[config.mk]
export PLATFORM = sky130hd
export DESIGN_NAME = vadd_a_b_example_axis_gen
export DESIGN_NICKNAME = d
export VERILOG_FILES = /design/src/rtl/vadd_a_b_example_axis_gen.sv
export SDC_FILE = /design/constraint.sdc
export NUM_CORES = 1
export LEC_CHECK = 0
export BUFFER_PORTS_ARGS = -buffer_cell sky130_fd_sc_hd__buf_2
export CAP_MARGIN = 20
export CELL_PAD_IN_SITES_DETAIL_PLACEMENT = 0
export CELL_PAD_IN_SITES_GLOBAL_PLACEMENT = 1
export CORE_MARGIN = 1
export CORE_UTILIZATION = 41
export CTS_CLUSTER_DIAMETER = 60
export CTS_CLUSTER_SIZE = 25
export DETAILED_ROUTE_END_ITERATION = 6
export GPL_ROUTABILITY_DRIVEN = 1
export GPL_TIMING_DRIVEN = 1
export HOLD_SLACK_MARGIN = 0.12
export PLACE_DENSITY = 0.85
export SLEW_MARGIN = 5
export SYNTH_ARGS = -nofsm -noshare
export SYNTH_HDL_FRONTEND = slang
export SYNTH_SLANG_ARGS = --single-unit
[constraint.sdc]
create_clock -name m_axis_aclk -period 5.25 [get_ports m_axis_aclk]
set_clock_uncertainty 0.15 [all_clocks]
set_input_delay 1.05 -clock m_axis_aclk [delete_from_list [all_inputs] [get_ports m_axis_aclk]]
set_output_delay 1.05 -clock m_axis_aclk [all_outputs]
set_load 0.01 [all_outputs]
[src/rtl/vadd_a_b_example_axis_gen.sv]
// vadd_a_b_example_axis_gen
// AXI4-Stream source for the vector-add datapath. A ctrl_start pulse in IDLE
// launches a packet of ctrl_xfer_size_in_beats full-width beats. Lane j of
// each beat carries base + j (modulo 2^C_ADDER_BIT_WIDTH). base starts at
// ctrl_seed and advances by LANES per accepted beat. tlast marks the final
// beat, and ctrl_done pulses once that beat has been accepted. A zero-length
// request skips straight to the done pulse.
//
// Ports:
//   m_axis_aclk             clock, rising edge
//   m_axis_aresetn          asynchronous active-low reset
//   ctrl_start              one-cycle start request (honoured only in IDLE)
//   ctrl_xfer_size_in_beats beat count, sampled with ctrl_start
//   ctrl_seed               lane-0 value of beat 0, sampled with ctrl_start
//   ctrl_busy               high while the packet is being sent
//   ctrl_done               one-cycle pulse at the end of a transfer
//   m_axis_*                AXI4-Stream master (tvalid/tready/tdata/tkeep/tlast)
module vadd_a_b_example_axis_gen #(
  parameter int C_AXIS_TDATA_WIDTH = 512,
  parameter int C_ADDER_BIT_WIDTH  = 32,
  parameter int C_XFER_SIZE_WIDTH  = 32
) (
  input  logic                            m_axis_aclk,
  input  logic                            m_axis_aresetn,
  input  logic                            ctrl_start,
  input  logic [C_XFER_SIZE_WIDTH-1:0]    ctrl_xfer_size_in_beats,
  input  logic [C_ADDER_BIT_WIDTH-1:0]    ctrl_seed,
  output logic                            ctrl_busy,
  output logic                            ctrl_done,
  output logic                            m_axis_tvalid,
  input  logic                            m_axis_tready,
  output logic [C_AXIS_TDATA_WIDTH-1:0]   m_axis_tdata,
  output logic [C_AXIS_TDATA_WIDTH/8-1:0] m_axis_tkeep,
  output logic                            m_axis_tlast
);

  localparam int LANES  = C_AXIS_TDATA_WIDTH / C_ADDER_BIT_WIDTH;
  localparam int KEEP_W = C_AXIS_TDATA_WIDTH / 8;

  localparam logic [C_XFER_SIZE_WIDTH-1:0] ZERO_BEATS = C_XFER_SIZE_WIDTH'(0);
  localparam logic [C_XFER_SIZE_WIDTH-1:0] ONE_BEAT   = C_XFER_SIZE_WIDTH'(1);
  localparam logic [C_XFER_SIZE_WIDTH-1:0] TWO_BEATS  = C_XFER_SIZE_WIDTH'(2);
  localparam logic [C_ADDER_BIT_WIDTH-1:0] BASE_STEP  = C_ADDER_BIT_WIDTH'(LANES);

  typedef enum logic [1:0] {
    ST_IDLE = 2'd0,
    ST_RUN  = 2'd1,
    ST_DONE = 2'd2
  } state_t;

  state_t                           state_r, state_s;
  logic [C_XFER_SIZE_WIDTH-1:0]     remaining_r, remaining_s;
  logic [C_ADDER_BIT_WIDTH-1:0]     base_r, base_s;
  logic                             tvalid_r, tvalid_s;
  logic                             tlast_r, tlast_s;
  logic [C_AXIS_TDATA_WIDTH-1:0]    tdata_r, tdata_s;
  logic                             busy_r, busy_s;
  logic                             done_r, done_s;

  // Builds one beat: lane j = b + j, wrapping silently at the lane width.
  function automatic logic [C_AXIS_TDATA_WIDTH-1:0] lane_pattern(
    input logic [C_ADDER_BIT_WIDTH-1:0] b
  );
    logic [C_AXIS_TDATA_WIDTH-1:0] r;
    r = {C_AXIS_TDATA_WIDTH{1'b0}};
    for (int j = 0; j < LANES; j++) begin
      r[j*C_ADDER_BIT_WIDTH +: C_ADDER_BIT_WIDTH] = b + C_ADDER_BIT_WIDTH'(j);
    end
    return r;
  endfunction

  // Next-state and next-output logic. Outputs are computed one cycle ahead so
  // that every port is driven straight from a flop.
  always_comb begin
    state_s     = state_r;
    remaining_s = remaining_r;
    base_s      = base_r;
    tvalid_s    = tvalid_r;
    tlast_s     = tlast_r;
    tdata_s     = tdata_r;
    busy_s      = busy_r;
    done_s      = 1'b0;
    case (state_r)
      ST_IDLE: begin
        if (ctrl_start) begin
          if (ctrl_xfer_size_in_beats != ZERO_BEATS) begin
            state_s     = ST_RUN;
            remaining_s = ctrl_xfer_size_in_beats;
            base_s      = ctrl_seed;
            tvalid_s    = 1'b1;
            tlast_s     = (ctrl_xfer_size_in_beats == ONE_BEAT);
            tdata_s     = lane_pattern(ctrl_seed);
            busy_s      = 1'b1;
          end else begin
            state_s = ST_DONE;
            done_s  = 1'b1;
          end
        end else begin
          state_s = ST_IDLE;
        end
      end
      ST_RUN: begin
        if (tvalid_r && m_axis_tready) begin
          if (remaining_r == ONE_BEAT) begin
            state_s  = ST_DONE;
            tvalid_s = 1'b0;
            tlast_s  = 1'b0;
            busy_s   = 1'b0;
            done_s   = 1'b1;
          end else begin
            // The beat after this one is the last when two remain now.
            remaining_s = remaining_r - ONE_BEAT;
            base_s      = base_r + BASE_STEP;
            tdata_s     = lane_pattern(base_r + BASE_STEP);
            tlast_s     = (remaining_r == TWO_BEATS);
          end
        end else begin
          state_s = ST_RUN;
        end
      end
      ST_DONE: begin
        state_s = ST_IDLE;
        done_s  = 1'b0;
      end
      default: begin
        state_s  = ST_IDLE;
        tvalid_s = 1'b0;
        tlast_s  = 1'b0;
        busy_s   = 1'b0;
        done_s   = 1'b0;
      end
    endcase
  end

  // State, datapath and output registers; asynchronous reset aborts any packet.
  always_ff @(posedge m_axis_aclk or negedge m_axis_aresetn) begin
    if (!m_axis_aresetn) begin
      state_r     <= ST_IDLE;
      remaining_r <= ZERO_BEATS;
      base_r      <= {C_ADDER_BIT_WIDTH{1'b0}};
      tvalid_r    <= 1'b0;
      tlast_r     <= 1'b0;
      tdata_r     <= {C_AXIS_TDATA_WIDTH{1'b0}};
      busy_r      <= 1'b0;
      done_r      <= 1'b0;
    end else begin
      state_r     <= state_s;
      remaining_r <= remaining_s;
      base_r      <= base_s;
      tvalid_r    <= tvalid_s;
      tlast_r     <= tlast_s;
      tdata_r     <= tdata_s;
      busy_r      <= busy_s;
      done_r      <= done_s;
    end
  end

  assign ctrl_busy     = busy_r;
  assign ctrl_done     = done_r;
  assign m_axis_tvalid = tvalid_r;
  assign m_axis_tlast  = tlast_r;
  assign m_axis_tdata  = tdata_r;
  // Every beat is full width.
  assign m_axis_tkeep  = {KEEP_W{1'b1}};

endmodule

==> results.md, run 1 <==
- Gr usage total: 35.55%
- Gr ovfl total: 0
- Die Area: 71380 sq um
- Vias/cell: 5.862
- Yosys cell types: 87
- CP arrival: 5.29 ns
- Max-slew violation count: 0
- Worst path cell trace: nand2b_4 > buf_4 > a221o_1 > o211a_2 > nand4_2 > buf_4 > nor4_4 > nand4_1 > a31oi_1
- Most common cell after layout, fill and taps aside: buf_2
- Mapped Cells: around 3300
- Buffer count from post-CTS setup fixing: 0
- Unrepaired setup endpoints after global routing: false
- Worst setup SP type: flop
- Slowest CP cell: nor4_4
- Yosys reg bits: just over 500
- Max Cap Viol: 0
- Post-route ant nets: 0
- Most frequent CP cell: buf_4
- RD Place Congestion: between 0.9 and 1
- # setup viols final: 0
- Std cell rows: 96
- Synthesis Warnings: 0
- Worst Tran Pin Value: 1.184 ns
- CTS tree: done
- Crit. End Element: flop
- Via count: 27653
- Final WL: 130100 um
- Area leader, netlist: dfrtp_1
- Req. time, crit path: ~5.6 ns
- Clk buf depth: 3
- Top cells by area, synth: dfrtp_1 45%, nand2_1 7.3%, xnor2_1 7.2%, o21ai_0 6.2%, buf_4 3.3%
- Core region area: 69070 sq um
- Worst min path class: input port to asynchronous set/reset pin
- Largest net degree at the start of global routing: roughly 120
- Antenna violations before repair: 12
- Resize count post-CTS: 0
- Die width: 267.2 um
- Mapped cell area: 28830 sq um
- Async SR Flop Fraction: 100.0%
- Synth Area per Inst: 8.705 sq um
- Pwr Total: 9.095 mW
- Setup TNS: 0 ns
- Tcrit/Tclk final: a little over nine tenths
- Clk slew on worst S/H paths: 0.08 ns
- CP Max Fanout: 77
- Vias in the first global route: 25325
- Slew Limit Headroom: 20.34%
- Yosys top cell area share: 45.05%
- Input/output buffers: roughly 580
- Post-DR wirelength/cell: 27.59 um
- Vert. Die Dim: 267.2 um
- HPWL after DPL: 97290 um
- Area growth syn-to-layout: 17.95%
- First-pass GRT wire length: 183900 um
- Status: finished clean
- # hold bufs at CTS: 0
- 1st-pass router iterations: 6
- Max frequency: 0.2035 GHz
- Share of cells above drive strength 1: 23.16%
- Nets: 3835
- Final Hold Fails: 0
- Sinks on Clock Net: 519
- Most frequent cells in the layout: 582 x buf_2, 564 x nand2_1, 519 x dfrtp_1
- Power Dens Cells: around 270 nW/um^2
- Final min period: 4.914 ns
- Largest stage delay, worst path: 0.78 ns
- DRC: 0
- Pleak: between 15 and 20 nW
- Initial DRC count: roughly 3700
- VDD IR-drop max: 0.1946 mV
- Prevailing post-synth register cell: dfrtp_1
- TritonCTS Buffers: 44
- Worst skew pair latency: 0.61 ns
- CTS Root Cell: clkbuf_16
- Initial Util: 41.74%
- H-Tree Depth: 2
- Top-level I/O count: 648
- Post-synth EDFFs: 0
- Seq/Total Area, Yosys: 45.05%
- Critical path type: flop to flop
[path summary, 6_finish.rpt]
check | start | endpoint | slack, ns | depth (start not counted)
worst max-delay path | state_r[1] | m_axis_tdata[223] | 0.34 | 9
worst min-delay path | m_axis_aresetn | m_axis_tdata[424] | 0.27 | 1
worst max register to register | state_r[1] | m_axis_tdata[223] | 0.34 | 9
worst min register to register | m_axis_tdata[148] | m_axis_tdata[148] | 0.33 | 2
max in group asynchronous | m_axis_aresetn | m_axis_tdata[511] | 3.57 | 2
min in group m_axis_aclk | m_axis_tdata[148] | m_axis_tdata[148] | 0.33 | 2
[cell usage after synthesis, types with 5 or more instances]
cell type    n
and2_1      10
o22ai_1      6
nand3b_1     5
xnor2_1    237
o2111ai_1    9
nand3_1    131
nand2_1    564
nand4_1     54
or3_1       26
o32ai_1      5
o21ai_1     20
a21o_1      19
buf_1       13
a31oi_1     56
nor4_1      60
nand2b_1    10
and4_1       8
o21ai_0    356
clkbuf_1   176
o41ai_1      6
a211oi_1     5
a221oi_1     5
xor2_1      81
inv_1       26
or2_2        8
a41oi_1     23
and3_1      16
dfrtp_1    519
a211o_1      5
ha_1        18
buf_4      128
a21oi_1    102
buf_2       79
or4_1       20
o211ai_1    10
mux2i_1     27
nor2b_1      5
a31o_2      12
nor3_1     109
a22oi_1     26
nor2_1     203
nor4b_1     16
o21a_1       9
o31ai_1     16
[critical path, delay by kind of cell (launching register included)]
kind | cells | cell delay, ns
AND/OR/NAND/NOR | 4 | 1.89
buffers and inverters | 2 | 1.05
AO/OA/AOI/OAI | 3 | 0.95
flip-flops | 1 | 0.66
[cells by family after synthesis]
kind of cell | share of synthesized area, %
mux | 1.016
buf+inv | 7.608
flops | 45.05
xor+xnor | 9.661
other cells | 0.01301
fa+ha+maj | 0.7812
simple gates | 20.45
compound gates | 15.43
[where the power goes]
group	switching (mW)	internal (mW)	total, mW
combinational	0.747	0.371	1.12
sequential	0.145	4.17	4.31
clock	1.90	1.77	3.66
[area by class of cell]
class                           instances  area, sq um
Fill cell                            6835        35060
Antenna cell                            3        7.507
Inverter                               28        105.1
Tap cell                              931         1165
Multi-Input combinational cell       2430        14040
Clock inverter                         34        437.9
Sequential cell                       519        12990
Clock buffer                           46         1140
Timing Repair Buffer                  726         4125
[stage by stage]
| step | hold WS, ns | cell area [sq um] | instances | utilization, % | worst slack [ns] |
|---|---|---|---|---|---|
| 2_1_floorplan | 0.2996 | 29070 | 3375 | - | 0.5153 |
| 6_report | 0.2721 | 34000 | 4717 | 49.23 | 0.3357 |
| 4_1_cts | 0.2898 | 33970 | 4712 | 49.19 | 0.5284 |
| 3_3_place_gp | 0.2959 | 32380 | 4631 | 46.89 | 0.5423 |
| 3_5_place_dp | 0.3103 | 32400 | 4632 | 46.91 | 0.5822 |
| 5_1_grt | 0.3073 | 34000 | 4715 | 49.23 | 0.1078 |
[flip-flops by register name, summed over array words and instances (netlist names)]
signal,cells
state_r,2
m_axis_tdata,478
ctrl_done,1
m_axis_tlast,1
base_r,4
ctrl_busy,1
remaining_r,32
[metal layers]
layer  routed length, um  vias to the layer above  GRT usage (%)
met5                 110                        -              0
met4                6309                       18          15.07
met3               15080                      314          10.93
met2               57080                     1566          53.40
met1               51570                    13555          47.19
li1                    -                    12200              -
Note: power is estimated with default switching activity, not from simulation.
==> inputs of run 2 (changes only) <==
- CORE_UTILIZATION: 41 -> 30
- PLACE_DENSITY: 0.85 -> 0.66
==> run 2 against run 1 <==
Net effect: final cell count up 8.4%; first-iteration DRC count fell by 18%; sequential power about the same; routed wire length grew 12%; largest cell class unchanged; largest power group is now clock; highest routed layer unchanged.
==> results.md, run 2 (synthesis results as in run 1) <==
- 1st-pass router iterations: 6
- Post-route ant nets: 0
- Switching part of the total power: 31.29%
- Worst skew pair latency: 0.67 ns
- Tcrit/Tclk final: between 90 and 100%
- Logic pwr share: a little under an eighth
- H-Tree Depth: 2
- CTS Root Cell: clkbuf_16
- Die Area: 97340 sq um
- Top-level I/O count: 648
- # hold bufs at CTS: 0
- Worst Tran Pin Value: 1.240 ns
- Nets: 3875
- Vias in the first global route: 26052
- Post-route design area: 35230 sq um
- Pleak: 15.80 nW
- Final WL: ~150000 um
- Area growth syn-to-layout: 22.19%
- Final Hold Fails: 0
- Setup TNS: 0 ns
- Antenna violations before repair: 18
- Input/output buffers: between 500 and 600
- Register share of total power: 42.8%
- Largest net degree at the start of global routing: roughly 130
- Sw power: 3.158 mW
- RD Place Congestion: 0.9628
- Worst setup SP type: flop
- CP Max Fanout: 12
- TritonCTS Buffers: 61
- Vert. Die Dim: roughly 310 um
- VDD IR-drop max: 0.2503 mV
- Post-DR wirelength/cell: 28.59 um
- Reg2reg start: m_axis_tdata[4]
- Status: finished clean
- First-pass GRT wire length: 205100 um
- Crit. End Element: flop
- Most frequent cells in the layout: 582 x buf_2, 564 x nand2_1, 519 x dfrtp_1
- Most common cell after layout, fill and taps aside: buf_2
- Final min period: 4.860 ns
- Share of cells above drive strength 1: about a quarter
- Vias/cell: 5.409
- CTS tree: done
- Max Cap Viol: 0
- Max FFs per register: 478
- Initial Util: 30.30%
- Worst R2R End: m_axis_tdata[122]
- DRC: 0
- Power Dens Cells: roughly 290 nW/um^2
- Cell internal pwr: 6.934 mW
- Resize count post-CTS: 0
- Unrepaired setup endpoints after global routing: false
- Req. time, crit path: 5.66 ns
- Clock network power share: 45.8%
- Slew Limit Headroom: between 10% and 20%
- Via count: 27650
- Die width: between 300 and 400 um
- Critical path type: flop to flop
- Gr ovfl total: 0
- Max-slew violation count: 0
- Sinks on Clock Net: 519
- Dpl cell area: between 30000 and 40000 sq um
- Std cell rows: around 110
- Initial DRC count: 3044
- R2r setup slk: 0.39 ns
- CP arrival: 5.27 ns
- Area of the multi-input gates: about 14000 sq um
- Fillers: 10002
- # setup viols final: 0
- Core region area: 95150 sq um
- Clk buf depth: 3
- HPWL after DPL: 109700 um
- Worst min path class: input port to asynchronous set/reset pin
- Max frequency: slightly above 0.2 GHz
- Gr usage total: 29.22%
- Buffer count from post-CTS setup fixing: 0
- Storage cell area: 12990 sq um
- Reg2Reg Depth: 10
- Clk slew on worst S/H paths: about 0.07 ns
run 2: cell count changes in the layout (fill, tap and decap cells not counted), sizes merged:
cell and change:
inv +15, clkbuf +21, buf +23, clkinvlp +2, clkinv -2, diode +2
run 2: final cells by class:
cell class | count | share of cell area [%]
multi-input combinational | 2430 | 39.82
clock inverter | 49 | 1.652
antenna | 5 | 0.03552
timing repair buffer | 749 | 12.35
inverter | 28 | 0.2983
clock buffer | 67 | 4.486
sequential | 519 | 36.87
tap | 1265 | 4.493
run 2: stage by stage:
step	util (%)	instances	setup slack (ns)	hold slack, ns	total power, mW
finish	37.02	5112	0.3905	0.2440	10.09
global route	37.01	5107	0.2451	0.3193	10.42
CTS	37.01	5107	0.5083	0.2903	10.17
detailed placement	34.74	4991	0.5682	0.3034	5.550
global placement	34.71	4989	0.5621	0.2990	5.543
floorplan	-	3375	0.5153	0.2996	4.940
run 2: power by group through the flow:
stage          Combinational [mW]  Sequential [mW]  Clock (mW)
6_report                     1.16             4.32        4.62
5_1_grt                      1.25             4.34        4.83
4_1_cts                      1.16             4.32        4.70
3_5_place_dp                 1.16             4.39           0
3_3_place_gp                 1.15             4.39           0
2_1_floorplan               0.519             4.42           0
run 2: routing by layer:
| metal | share of wire, % | track usage [%] | wire length (um) |
|---|---|---|---|
| met2 | 44 | 44.42 | 64200 |
| met3 | 9.9 | 8.334 | 14480 |
| met1 | 42 | 39.17 | 61250 |
| met5 | 0.090 | 0 | 132 |
| met4 | 4.2 | 11.15 | 6066 |
run 2: how the worst max path moves through the flow:
stage / cells after the start / end / from
after CTS: 10 / m_axis_tdata[122] / m_axis_tdata[4]
after global placement: 10 / m_axis_tdata[122] / m_axis_tdata[4]
after detailed placement: 10 / m_axis_tdata[223] / m_axis_tdata[4]
after floorplan: 18 / m_axis_tdata[345] / state_r[1]
final: 10 / m_axis_tdata[122] / m_axis_tdata[4]
after global routing: 10 / m_axis_tdata[122] / m_axis_tdata[4]
run 2: worst max-delay path: stages (launching register included):
cell      delay (ns)
dfrtp_1         0.54
ha_1            0.26
nand3_1         0.09
buf_4           0.19
or4_1           0.60
or3_1           0.46
a31o_2          0.44
a211oi_2        0.50
nand4_1         0.55
or4_1           0.73
a31oi_1         0.24
